===== config.mk =====
export PLATFORM = sky130hd
export DESIGN_NAME = fetch_stage
export DESIGN_NICKNAME = d
export VERILOG_FILES = /design/src/rtl/fetch_stage.sv
export SDC_FILE = /design/constraint.sdc
export NUM_CORES = 1
export LEC_CHECK = 0
export BUFFER_PORTS_ARGS = -buffer_cell sky130_fd_sc_hd__buf_2
export CORE_AREA = 4 4 131 133
export DETAILED_ROUTE_END_ITERATION = 10
export DIE_AREA = 0 0 135 137
export GPL_TIMING_DRIVEN = 0
export SYNTH_ARGS = -nofsm -noshare
export SYNTH_HDL_FRONTEND = slang
export SYNTH_SLANG_ARGS = --single-unit

===== constraint.sdc =====
create_clock -name clk -period 2.5 [get_ports clk]
set_input_delay 0 -clock clk [delete_from_list [all_inputs] [get_ports clk]]
set_output_delay 0 -clock clk [all_outputs]
set_load 0.005 [all_outputs]

===== src/rtl/fetch_stage.sv =====
// fetch_stage -- MIPS instruction fetch plus IF/ID pipeline register.
//
// Holds the program counter, presents the word address to the instruction
// memory, and latches the fetched word and its PC+4 into IF/ID. Supports
// hazard stalls, taken branch/jump redirects (wrong-path fetch squashed,
// no delay slot) and a syscall halt that freezes fetch until reset.
//
// Ports:
//   clk, reset           core clock, synchronous active-high reset
//   stall                hold PC and IF/ID
//   redirect/redirect_pc taken branch/jump and its target (bits [1:0] dropped)
//   halt                 syscall exit; freezes fetch until reset
//   imem_addr/imem_data  word address out, instruction in (same cycle)
//   pc                   current fetch PC
//   id_instr/id_pc_plus4/id_valid  IF/ID register
//   halted               fetch frozen
//   fetch_count          valid instructions latched since reset (wraps)
module fetch_stage #(
  parameter logic [31:0] RESET_PC = 32'h0000_0000
) (
  input  logic        clk,
  input  logic        reset,
  input  logic        stall,
  input  logic        redirect,
  input  logic [31:0] redirect_pc,
  input  logic        halt,
  output logic [29:0] imem_addr,
  input  logic [31:0] imem_data,
  output logic [31:0] pc,
  output logic [31:0] id_instr,
  output logic [31:0] id_pc_plus4,
  output logic        id_valid,
  output logic        halted,
  output logic [31:0] fetch_count
);

  typedef enum logic {S_RUN = 1'b0, S_HALTED = 1'b1} state_t;

  state_t      r_state, w_state_nxt;
  logic [31:0] r_pc, w_pc_nxt;
  logic [31:0] r_instr, w_instr_nxt;
  logic [31:0] r_pc4, w_pc4_nxt;
  logic        r_valid, w_valid_nxt;
  logic [31:0] r_cnt, w_cnt_nxt;
  logic [31:0] w_pc_plus4;

  assign w_pc_plus4 = r_pc + 32'd4;  // modulo 2^32

  always_ff @(posedge clk) begin
    if (reset) begin
      r_state <= S_RUN;
      r_pc    <= RESET_PC;
      r_instr <= '0;
      r_pc4   <= '0;
      r_valid <= 1'b0;
      r_cnt   <= '0;
    end else begin
      r_state <= w_state_nxt;
      r_pc    <= w_pc_nxt;
      r_instr <= w_instr_nxt;
      r_pc4   <= w_pc4_nxt;
      r_valid <= w_valid_nxt;
      r_cnt   <= w_cnt_nxt;
    end
  end

  // Priority in RUN: halt > redirect > stall > advance. HALTED holds all.
  always_comb begin
    w_state_nxt = r_state;
    w_pc_nxt    = r_pc;
    w_instr_nxt = r_instr;
    w_pc4_nxt   = r_pc4;
    w_valid_nxt = r_valid;
    w_cnt_nxt   = r_cnt;
    case (r_state)
      S_RUN: begin
        if (halt) begin
          w_state_nxt = S_HALTED;
          w_instr_nxt = '0;
          w_pc4_nxt   = '0;
          w_valid_nxt = 1'b0;
        end else if (redirect) begin
          // Squash the wrong-path word currently being fetched.
          w_pc_nxt    = {redirect_pc[31:2], 2'b00};
          w_instr_nxt = '0;
          w_pc4_nxt   = '0;
          w_valid_nxt = 1'b0;
        end else if (!stall) begin
          w_pc_nxt    = w_pc_plus4;
          w_instr_nxt = imem_data;
          w_pc4_nxt   = w_pc_plus4;
          w_valid_nxt = 1'b1;
          w_cnt_nxt   = r_cnt + 32'd1;
        end
      end
      default: ;
    endcase
  end

  assign imem_addr   = r_pc[31:2];
  assign pc          = r_pc;
  assign id_instr    = r_instr;
  assign id_pc_plus4 = r_pc4;
  assign id_valid    = r_valid;
  assign halted      = (r_state == S_HALTED);
  assign fetch_count = r_cnt;

endmodule


Word level (Yosys, flattened, before mapping):

Cells that the tools add are included.

* add/sub/neg operators: 2
* equality and inequality tests: 2
* muxes and demuxes: 12
* bitwise gates (word level): 4
* reductions and logical operators: 3

Operators by type and width (count)
* 2-to-1 mux 32 bit: 7
* adder 32 x 1 -> 32 bit, second input constant: 1
* adder 32 x 3 -> 32 bit, second input constant: 1
* 2-to-1 mux 1 bit: 5
* NOT 1 bit: 4
* AND reduction 4 bit: 1
* != test 3 x 1 -> 1 bit, second input constant: 1
* AND reduction 3 bit: 1
* != test 2 x 1 -> 1 bit, second input constant: 1
* AND reduction 2 bit: 1

* bits in registers: 130
* word-level logic and storage cells: 29

Depth between registers and ports, before layout:

* depth after elaboration: 4
* gate-level depth with buffers: 8
* gate-level depth less buffers: 6

Worst setup path after synthesis:

No wires, ideal clock.

* kind: reg-to-reg
* start point: reg r_pc[2] (netlist: pc[2])
* end point: reg r_pc[20] (netlist: pc[20])
* data arrival time: 1718 ps
* slack: 707 ps
* cell stages (with the launch flop): 7
* path buffers: 0
* period minus slack after synthesis: 1793 ps
* path through: dfxtp_1 -> ha_1 -> nand3_2 -> nor3_1 -> nand2_1 -> or4_1 -> a31oi_1

* longest elaborated chain between the ends: 3

Ends and longest elaborated chain
* from (decl): line 40 `logic [31:0] r_pc, w_pc_nxt;`
* from (signal assigned): line 59 `r_pc <= w_pc_nxt;`
* adder 32 x 3 -> 32 bit: line 47 `assign w_pc_plus4 = r_pc + 32'd4;`
* 2-to-1 mux 32 bit: line 88 `end else if (!stall) begin`
* 2-to-1 mux 32 bit: line 82 `end else if (redirect) begin`

Every way passes these cells. The select of a mux whose other input is x is not followed.
A chain may end at the register's enable or synchronous reset.

Worst setup path in the final report:

* start point: reg r_pc[2] (netlist: pc[2])
* end point: reg r_pc[31] (netlist: pc[31])

The elaborated chain is that of the path after synthesis.

==> impl_results.md <==
* Status: complete, no violations
* Die Span Y at 137 µm
* VDD IR max at 0.0004918 V
* DP Area at 7188 µm²
* DR vias at 6060
* GRT overflow at 0
* P per Cell Area at 596.3 nW/µm²
* Period Utilization, post-route at 90.77%
* Antenna Nets Post-Route at 0
* Area leader, netlist: dfxtp_1
* Io pins at 229
* Drt first-iter violations at 332
* Reg2Reg Depth at 5
* Fraction of layout cells with a size suffix above 1 at 30.41%
* Num rows at 46
* Max-cap violations at 0
* TNS Setup at 0 ns
* FF-to-FF Start: pc[2]
* Reg2reg end: pc[31]
* Vias in the first global route at 5831
* Worst skew pair latency at between 0.4 and 0.5 ns
* Vias/cell at 4.971
* Setup crit start: pc[2]
* Die area at 18500 µm²
* RSZ-0062 raised after global routing: false
* Synth warn at 0
* Critical path required time at about 2.8 ns
* Post-DP HPWL at 13.93 mm
* Die Width at 135 µm
* Synth top area cells: dfxtp_1 44%, a22oi_1 7.3%, nor2_1 6.9%
* CP Cell Sequence: nand4_4, nor4_1, and4_1, a211oi_1, a31o_2
* Yosys reg bits at roughly 130
* Antenna diodes at 0
* Rel. slew slack at 50.07%
* Asr flop ratio synth at 0%
* Drt total wl at 19.31 mm
* Critical Path Sink Type: register
* Post_cts resized at 0
* DR DRC count at 0
* DR pass1 iterations at 5
* Leakage at roughly 3.8 nW
* Max clock buf depth at 2
* Hold Startpoint: redirect_pc[20]
* Clk sinks at between 100 and 150
* Fmax at roughly 0.44 GHz
* Initial antenna violation count at 0
* HP Class: in2reg
* Syn avg cell area at around 8.5 µm²
* Synthesized cell area at 5798 µm²
* I/O Buffers at approximately 220
* Critical Path AT at ~2.6 ns
* Register area share after synthesis at 43.85%
* Initial Util at 36.63%
* Cells on Worst Hold Path at 4
* Biggest cell delay along the critical path at 0.67 ns
* Hold_ws at 0.02672 ns
* Slowest cell on crit path: nor4_1
* H-tree levels at 4
* WL per Instance at 15.84 µm
* Largest net degree at the start of global routing at 17
* Post-synth EDFFs at 0
* First-pass GRT wire length at about 30 mm
* Endpoint, Worst Hold: pc[20]
* Worst slew pin tran at 0.7489 ns
* WS Path Type: reg2reg
* TritonCTS clock tree: yes
* Gp weighted congestion at 0.8441
* CTS Root Cell: clkbuf_16
* Cell family with most CP delay: simple AND/OR/NAND/NOR gates
* Area Growth Syn to Fin at 44.69%
* Max Clock Skew at roughly 0.011 ns
* Worst-path fanout max at 8
* Synth top area share at 43.85%
* Max-slew violation count at 0
* Clock-pin slew on the worst setup and hold paths at 0.05 ns
* Cts bufs inserted at 17
* Final setup vio count at 0
* Tmin final at 2.269 ns
* Nets@finish at around 1100
* Cells after Synth at 684
* Synth unique cells at 47
* Non-Filler Cell Area, Final at 8389 µm²
* Crit start category: register
* Endpoints failing hold at 0
* Crit path buf inv count at 0
* Reg-to-reg slack, setup at 0.23 ns
* Total GRT Usage at 20.81%
* Core ar. at 15830 µm²
* Ys flop type: dfxtp_1
flip-flops by register name (all words and copies together), names as in the netlist:
register,cells
fetch_count,32
id_instr,32
halted,1
pc,30
id_pc_plus4,31
id_valid,1
synth_stat cells, types with 9 or more instances:
cell,n
a21oi_1,14
a22oi_1,56
and3_1,14
buf_4,33
clkbuf_1,38
dfxtp_1,127
nand2_1,56
nand3_1,24
nand4_1,27
nor2_1,107
o21ai_0,33
o22ai_1,9
xnor2_1,20
xor2_1,39
timing repair:
action                                  CTS  global route
buffers inserted                          0             2
endpoints found under the hold margin    61             0
endpoints found under the setup margin    0             7
hold buffers                             61             0
cells in the final DEF, fill, tap and decap left out, types with 4 or more instances in the layout:
| cell type | synthesis | final |
|---|---|---|
| buf_2 | 7 | 230 |
| dfxtp_1 | 127 | 127 |
| nand3_1 | 24 | 24 |
| dlygate4sd3_1 | 0 | 61 |
| nor3_1 | 6 | 6 |
| buf_4 | 33 | 35 |
| clkbuf_1 | 38 | 41 |
| nand4_1 | 27 | 27 |
| inv_1 | 7 | 7 |
| nor2_1 | 107 | 107 |
| nand2_1 | 56 | 56 |
| a22oi_1 | 56 | 56 |
| and4_1 | 4 | 4 |
| a31oi_1 | 7 | 7 |
| clkbuf_16 | 0 | 17 |
| xnor2_1 | 20 | 20 |
| a21oi_1 | 14 | 14 |
| nor4_1 | 7 | 7 |
| and3_1 | 14 | 14 |
| and2_1 | 4 | 4 |
| o22ai_1 | 9 | 9 |
| o21ai_0 | 33 | 33 |
| xor2_1 | 39 | 39 |
| a22o_1 | 5 | 5 |
| clkinv_2 | 0 | 4 |
power by group:
part           switching [mW]  internal, mW  leakage [nW]
clock network           0.888          1.51         0.276
logic                   0.243         0.239          2.47
registers              0.0551          2.06          1.03
total                    1.19          3.82          3.78
final cells by class:
| type | count | area, µm² |
|---|---|---|
| timing repair buffer | 286 | 1742 |
| clock inverter | 10 | 111.4 |
| tap | 216 | 270.3 |
| inverter | 7 | 26.28 |
| clock buffer | 22 | 464.2 |
| fill | 1547 | 7438 |
| multi-input combinational | 471 | 2799 |
| sequential | 127 | 2542 |
| buffer | 80 | 434.2 |
cell families after synthesis:
kind of cell	count (synthesis)	share of synthesized area, %
flip-flops	127	43.85
XOR/XNOR	59	8.912
other	1	0.06468
buffers and inverters	87	7.941
AO/OA/AOI/OAI	138	15.65
adder cells (fa/ha/maj)	2	0.4315
AND/OR/NAND/NOR	269	22.98
multiplexers	1	0.1726
worst max path at each step:
stage | slack (ns) | cells after the start | end
floorplan | 0.71 | 6 | pc[20]
global placement | 0.24 | 6 | pc[24]
detailed placement | 0.22 | 6 | pc[24]
CTS | 0.21 | 6 | pc[24]
global route | 0.05 | 6 | pc[26]
finish | 0.23 | 5 | pc[31]
tightest hold or removal path, cell delays in order:
cell and delay, ns:
buf_2 0.09, and3_1 0.15, a21oi_1 0.05, a31oi_1 0.11
per-layer routing:
layer	global-route usage (%)	routed length, µm
met3	3.713	1064
met2	35.66	9551
met1	26.51	8312
met5	0	0
met4	7.111	378
per-stage QoR:
stage / std cells / power [mW] / util, % / setup WS, ns
after global placement: 1124 / 2.565 / 45.42 / 0.2423
after global routing: 1219 / 5.198 / 53.00 / 0.05424
after floorplan: 685 / 2.367 / - / 0.7073
after detailed placement: 1124 / 2.566 / 45.42 / 0.2197
after CTS: 1217 / 5.062 / 52.91 / 0.2067
final: 1219 / 5.002 / 53.00 / 0.2307
Power figures use the tool's default switching activity.
